==> config.mk <==
export PLATFORM = sky130hd
export DESIGN_NAME = levit_stage_sequencer
export DESIGN_NICKNAME = d
export VERILOG_FILES = /design/src/rtl/levit_stage_sequencer.sv
export SDC_FILE = /design/constraint.sdc
export NUM_CORES = 1
export LEC_CHECK = 0
export BUFFER_PORTS_ARGS = -buffer_cell sky130_fd_sc_hd__buf_4
export CAP_MARGIN = 25
export CELL_PAD_IN_SITES_DETAIL_PLACEMENT = 1
export CELL_PAD_IN_SITES_GLOBAL_PLACEMENT = 1
export CORE_ASPECT_RATIO = 0.7
export CORE_MARGIN = 2
export CORE_UTILIZATION = 40
export DETAILED_ROUTE_END_ITERATION = 16
export GPL_TIMING_DRIVEN = 0
export PLACE_DENSITY_LB_ADDON = 0.1
export SETUP_SLACK_MARGIN = 0.2
export SLEW_MARGIN = 40
export SYNTH_ARGS = -nofsm -noshare
export SYNTH_HDL_FRONTEND = slang
export SYNTH_SLANG_ARGS = --single-unit
export TNS_END_PERCENT = 10
==> constraint.sdc <==
create_clock -name clk -period 7.5 [get_ports clk]
set_input_delay 0.375 -clock clk [delete_from_list [all_inputs] [get_ports clk]]
set_output_delay 0.375 -clock clk [all_outputs]
set_load 0.005 [all_outputs]
==> src/rtl/levit_stage_sequencer.sv <==
// LeViT stage chain scheduler: runs one token through N_STAGE stages in order; optional STAGE_TIMEOUT_EN adds a watchdog + ERR state.
// Latency: sum over stages of (end cycle + 1 gap cycle); o_done follows the last gap.
// No backpressure: start/cfg writes are dropped while busy, stage end flags are the only handshake.
module levit_stage_sequencer #(
    parameter int N_STAGE   = 3,
    parameter int DATA_W    = 16,
    parameter int TIMEOUT_W = 12
) (
    input  logic                          clk,
    input  logic                          rst,
    input  logic                          start,
    input  logic [DATA_W-1:0]             i_data,
    input  logic                          cfg_we,
    input  logic [$clog2(4*N_STAGE)-1:0]  cfg_addr,
    input  logic [DATA_W-1:0]             cfg_wdata,
    output logic [N_STAGE-1:0]            stage_en,
    output logic [DATA_W-1:0]             stage_in,
    output logic [DATA_W-1:0]             stage_bias_1,
    output logic [DATA_W-1:0]             stage_bias_2,
    output logic [DATA_W-1:0]             stage_bias_3,
    output logic [DATA_W-1:0]             stage_bias_4,
    input  logic [N_STAGE-1:0]            stage_end,
    input  logic [N_STAGE*DATA_W-1:0]     stage_out,
    output logic                          o_busy,
    output logic                          o_done,
    output logic [DATA_W-1:0]             o_data,
    output logic                          o_err
);

    localparam int BANK = 4 * N_STAGE;
    localparam int AW   = $clog2(BANK);
    localparam int IW   = (N_STAGE > 1) ? $clog2(N_STAGE) : 1;

    typedef enum logic [2:0] {
        IDLE = 3'd0,
        RUN  = 3'd1,
        GAP  = 3'd2,
`ifdef STAGE_TIMEOUT_EN
        ERR  = 3'd4,
`endif
        DONE = 3'd3
    } state_t;

    state_t            state, state_nxt;
    logic [IW-1:0]     idx;
    logic [DATA_W-1:0] data_reg;
    logic [DATA_W-1:0] bank [BANK];
    logic [AW-1:0]     bias_base;
    logic              end_hit;
    logic              last_stage;
    logic              accept;
`ifdef STAGE_TIMEOUT_EN
    logic [TIMEOUT_W-1:0] wdog;
`endif

    assign end_hit    = (state == RUN) && stage_end[idx];
    assign last_stage = (idx == IW'(N_STAGE - 1));
    assign bias_base  = AW'({idx, 2'b00});
    assign o_busy     = (state == RUN) || (state == GAP) || (state == DONE);
    assign o_done     = (state == DONE);
    assign accept     = start && !o_busy;
`ifdef STAGE_TIMEOUT_EN
    assign o_err      = (state == ERR);
`else
    assign o_err      = 1'b0;
`endif

    always_ff @(posedge clk or posedge rst) begin
        if (rst) state <= IDLE;
        else     state <= state_nxt;
    end

    always_comb begin
        state_nxt    = state;
        stage_en     = '0;
        stage_in     = '0;
        stage_bias_1 = '0;
        stage_bias_2 = '0;
        stage_bias_3 = '0;
        stage_bias_4 = '0;
        case (state)
            IDLE: if (start) state_nxt = RUN;
            RUN: begin
                stage_en     = N_STAGE'(1) << idx;
                stage_in     = data_reg;
                stage_bias_1 = bank[bias_base];
                stage_bias_2 = bank[bias_base + AW'(1)];
                stage_bias_3 = bank[bias_base + AW'(2)];
                stage_bias_4 = bank[bias_base + AW'(3)];
                if (end_hit) state_nxt = GAP;
`ifdef STAGE_TIMEOUT_EN
                else if (wdog == '1) state_nxt = ERR;
`endif
            end
            // One idle cycle lets the finished stage drop its end flag.
            GAP:  state_nxt = last_stage ? DONE : RUN;
            DONE: state_nxt = IDLE;
`ifdef STAGE_TIMEOUT_EN
            ERR:  if (start) state_nxt = RUN;
`endif
            default: state_nxt = IDLE;
        endcase
    end

    always_ff @(posedge clk or posedge rst) begin
        if (rst) begin
            idx      <= '0;
            data_reg <= '0;
            o_data   <= '0;
            for (int i = 0; i < BANK; i++) bank[i] <= '0;
        end else begin
            if (cfg_we && !o_busy && (int'(cfg_addr) < BANK))
                bank[cfg_addr] <= cfg_wdata;
            if (accept) begin
                data_reg <= i_data;
                idx      <= '0;
            end
            if (end_hit)
                data_reg <= stage_out[int'(idx)*DATA_W +: DATA_W];
            if (state == GAP) begin
                if (last_stage) o_data <= data_reg;
                else            idx    <= idx + 1'b1;
            end
        end
    end

`ifdef STAGE_TIMEOUT_EN
    // Counts RUN cycles without an end flag; all-ones on a further miss means 2^TIMEOUT_W cycles.
    always_ff @(posedge clk or posedge rst) begin
        if (rst)
            wdog <= '0;
        else if (state_nxt == RUN && state != RUN)
            wdog <= '0;
        else if (state == RUN && !end_hit)
            wdog <= wdog + 1'b1;
    end
`endif

endmodule
=== Word-level counts from Yosys, hierarchy flattened ===
Index checks and enable logic that the tools add are counted.

* Register bits after elaboration: 229
* Bits in latches: 0
* Memory bits (writable): 0
* Bits in read-only memories: 0
* Memories: 0

* Add/subtract/negate cells: 4
* $mul: 0
* Divide/modulo/power cells: 0
* Order comparisons: 8
* Equal/unequal tests: 6
* Shifts and indexed selects: 2
* Multiplexer cells: 32
* Bitwise gates (word level): 5
* Reductions and logical operators: 12

{| class="wikitable"
|+ Operator list
! operator !! number
|-
| $bmux W16 S4 || 4
|-
| $mux W16 || 16
|-
| $bwmux W192 || 1
|-
| $demux W16 S4 || 1
|-
| $shiftx A48 B7 Y16 || 1
|-
| $ge A5 B5 Y1 const B || 5
|-
| $not A4 Y5 || 5
|-
| $mux W3 || 3
|-
| $pmux W3 S3 || 1
|-
| $add A4 B2 Y4 const B || 2
|-
| $mux W2 || 4
|-
| $eq A3 B2 Y1 const B || 2
|-
| $logic_and A1 B1 Y1 || 5
|-
| $lt A5 B1 Y1 const B || 1
|-
| $add A4 B1 Y4 const B || 1
|-
| $lt A4 B4 Y1 const B || 1
|-
| $ne A2 B2 Y1 const B || 2
|-
| $reduce_and A2 Y1 || 2
|-
| $eq A3 B1 Y1 const B || 1
|-
| $logic_not A3 Y1 || 1
|-
| $lt A2 B3 Y1 const B || 1
|-
| $shl A1 B2 Y3 const A || 1
|-
| $add A2 B1 Y2 const B || 1
|-
| $bmux W1 S2 || 1
|-
| 5 further kinds || 6
|}

=== Logic depth before layout (Yosys ltp) ===
* Depth after elaboration: 8
* Gate-level depth with buffers: 8
* Gate-level depth less buffers: 4

=== Worst setup path after synthesis ===
OpenSTA, ideal clock, no wires.

* Path kind: flip-flop to output port
* From: reg idx[1]
* To: out stage_bias_4[10]
* Arrival time: 1577 ps
* Required time: 7125 ps
* Slack: 5548 ps
* Stages on the path, launching flop included: 8
* Buffers on the path: 4
* Cells stage by stage: dfrtp_1 > buf_2 > nor2b_1 > clkbuf_1 > clkbuf_1 > buf_1 > a21oi_1 > nor2_1

* Word-level cells in the longest chain between the ends: 6

{| class="wikitable"
|+ Ends and longest elaborated chain
! what !! line !! text
|-
| start: declaration || 45 || <nowiki>logic [IW-1:0] idx;</nowiki>
|-
| start signal: assignment || 122 || <nowiki>else idx <= idx + 1'b1;</nowiki>
|-
| $add A4 B2 Y4 || 89 || <nowiki>stage_bias_4 = bank[bias_base + AW'(3)];</nowiki>
|-
| $not A4 Y5 (implied by the code) || 89 ||
|-
| $bmux W16 S4 || 89 ||
|-
| $mux W16 (implied by the code) (2 in series) || 89 ||
|-
| $mux W16 || 81 || <nowiki>case (state)</nowiki>
|-
| end: declaration || 21 || <nowiki>output logic [DATA_W-1:0] stage_bias_4,</nowiki>
|}

Every way passes these cells. The select of a mux whose other input is x is not followed.

=== Final worst setup path ===
* From: reg idx[1]
* To: out stage_bias_4[8]

The elaborated chain is that of the path after synthesis.

==> qor.yml <==
status:
  status: "finished clean"
worst_setup_path:
  crit_fanout: 10
  r2r_end: "bank[160]"
  cp_common_cell: "clkbuf_1"
  cpMaxStageDelayCell: "clkbuf_1"
  worst_setup_path_end_kind: "output port"
  path_class: "reg2out"
  cp-start-kind: "flop"
  required_ns: 7.12
  cpPeakStageDelay_ns: 0.52
  path_cells: "buf_2 > nor2b_1 > clkbuf_1 > clkbuf_1 > buf_1 > a21oi_1 > nor2_1 > buf_4"
  worstPathArrival_ns: 3.03
  rr_worst_depth: 7
  reg2reg_slack_ns: 5.23
  worst_r2r_startpoint: "state[0]"
synth:
  syn-cell-area_um2: 10900
  synth_fa_ha_area_frac: 0
  yosys_warnings: 0
  synth-xor-area-share: 0
  synth_compound_area_frac: 0.0424
  synth_top_area_frac: 0.521
  ys_seq_elements: 228
  synth-async-reset-ratio: 1.00
  yosysTopAreaCell: "dfrtp_1"
  synth_top_family_by_area: "multiplexers"
  synth-simple-area-share: 0.0838
  synth_cell_type_count: 37
  yosys-mux-area-fraction: 0.317
  ys.flop_type: "dfrtp_1"
  yosysSeqAreaShare: 0.521
  synth_edf_count: 0
  synthTopCellsByArea: "dfrtp_1, mux2_2, mux2i_1, nor2_1, a21oi_1"
  syn_nets: 1006
  synth_cells: 915
  syn_area_per_cell_um2: 12.0
clock_network:
  htree_levels: 1
  cts_made_buffers: 24
  clkLatencyLatePin_ns: 0.53
  tritoncts: "yes"
  cts.sinks: 228
  root_buffer: "clkbuf_16"
  cts_setup_buffers: 0
  hold_buffers: 1
  cts_resized: 0
  path_clk_slew_ns: 0.06
  clk_path_buf_depth: 3
pwr:
  powerDensity_nw_per_um2: 422
  power.leakage_nw: 6.51
  totalPowerFinal_mw: 5.81
  ir_drop_v: 0.000172
global_routing:
  overflow: 0
  grt_pass1_wl_um: 49100
  antenna_found_initial: 0
  grt_pass1_vias: 7969
  track_usage: 0.224
  grt_max_degree: 69
detailed_routing:
  wl_per_cell_um: 21.3
  ant_nets: 0
  drt_iter0_markers: 294
  drt_pass1_iterations: 4
  avgViaCountPerCell: 5.11
  wirelength_um: 32300
  vias: 7736
  remaining_drc_errors: 0
floorplan:
  core_area_um2: 26800
  num_rows: 50
  die_h_um: 142
  fp.dieArea_um2: 28700
  initial_utilization: 0.408
  io_pins: 193
  dieWidth_um: 202
flow_run:
  maxCapViolCount: 0
timing:
  max_slew_margin: 0.496
  tightest_slew_ns: 0.756
  finalSetupViolations: 0
  period_share: 0.454
  final.min_clock_period_ns: 3.40
  grt_setup_unrepaired: "no"
  finalMaxSlewViolations: 0
  finalWorstSetupSlack_ns: 4.10
  fin_skew_ns: 0.0113
  hold_viol_final: 0
  fmax_mhz: 294
hold_path:
  hold_class: "in2reg"
  min_from: "cfg_wdata[9]"
  hold_path_end: "bank[169]"
  hold_path_depth: 2
cells_and_area:
  layout-drive-gt1-share: 0.418
  nets: 1225
  final_common_cell: "dfrtp_1"
  diodes: 0
  fin_cells: 1514
  largest_reg_flops: 192
  nFillCells: 2859
  syn_to_final_growth_pct: 25.7
  mostFrequentLayoutCells: "dfrtp_1, mux2_2, buf_4"
  post-route-util: 0.513
place:
  dp_slack_ns: 4.59
  port_buffers: 189
  place_congestion: 0.789
  dp_hpwl_um: 23100
  dp.cells: 1471
report_power, final:
part | switching, mW | leakage [nW] | internal [mW]
combinational | 1.18 | 3.17 | 1.21
clock | 0.509 | 0.410 | 0.758
sequential | 0.322 | 2.93 | 1.83
cell type report:
type	count	area, µm²	share of cell area
flip-flops and latches	228	5710	0.415
multi-input cells	606	4860	0.353
repair buffers	193	1510	0.110
clock buffers	33	706	0.0513
well taps	364	455	0.0331
plain buffers	77	372	0.0270
clock inverters	9	123	0.00891
inverters	4	22.5	0.00164
critical path, delay by kind of cell, from the launching register on:
| kind | cells | cell delay (ns) |
|---|---|---|
| AND/OR/NAND/NOR | 2 | 0.24 |
| flip-flops | 1 | 0.35 |
| buffers and inverters | 5 | 1.70 |
| AO/OA/AOI/OAI | 1 | 0.21 |
Yosys cell counts, types with 3 or more instances:
cell type    n
buf_6        3
nand2_2      3
buf_1        5
mux2_4      10
buf_4        4
nor2_1     148
clkbuf_1    42
nor2b_1      6
nand2_1      8
mux2_2     197
o21ai_0      4
inv_1        4
nand2b_1     3
and2_1      19
buf_2       22
a21oi_1     80
mux2i_1    109
dfrtp_1    228
stage by stage:
step	setup TNS (ns)	hold slack, ns	instance area, µm²
2_1_floorplan	0	0.464	10900
3_3_place_gp	-487.07	0.484	12800
3_5_place_dp	0	0.446	12900
4_1_cts	0	0.0762	13700
5_1_grt	0	0.0842	13800
6_report	0	0.0963	13800
per-layer routing:
layer,track usage,wire [µm],vias to the layer above
li1,-,-,3609
met5,0,0,-
met1,0.346,16400,3985
met4,0.0352,376,0
met3,0.0332,1330,29
met2,0.338,14200,113
worst max-delay path by stage:
stage | startpoint | endpoint | depth (start not counted)
floorplan | rst | bank[0] | 1
global placement | rst | o_data[1] | 2
detailed placement | idx[1] | stage_bias_4[11] | 8
CTS | idx[1] | stage_bias_4[6] | 8
global route | idx[1] | stage_bias_4[6] | 8
finish | idx[1] | stage_bias_4[8] | 8
logic make-up (layout without fill, tap and decap cells):
family                 after synthesis  after routing
AND/OR/NAND/NOR                    199            199
other                                1              1
AO/OA/AOI/OAI                       89             89
multiplexers                       317            317
buffers and inverters               81            316
flip-flops                         228            228
Note: power is estimated with default switching activity, not from simulation.
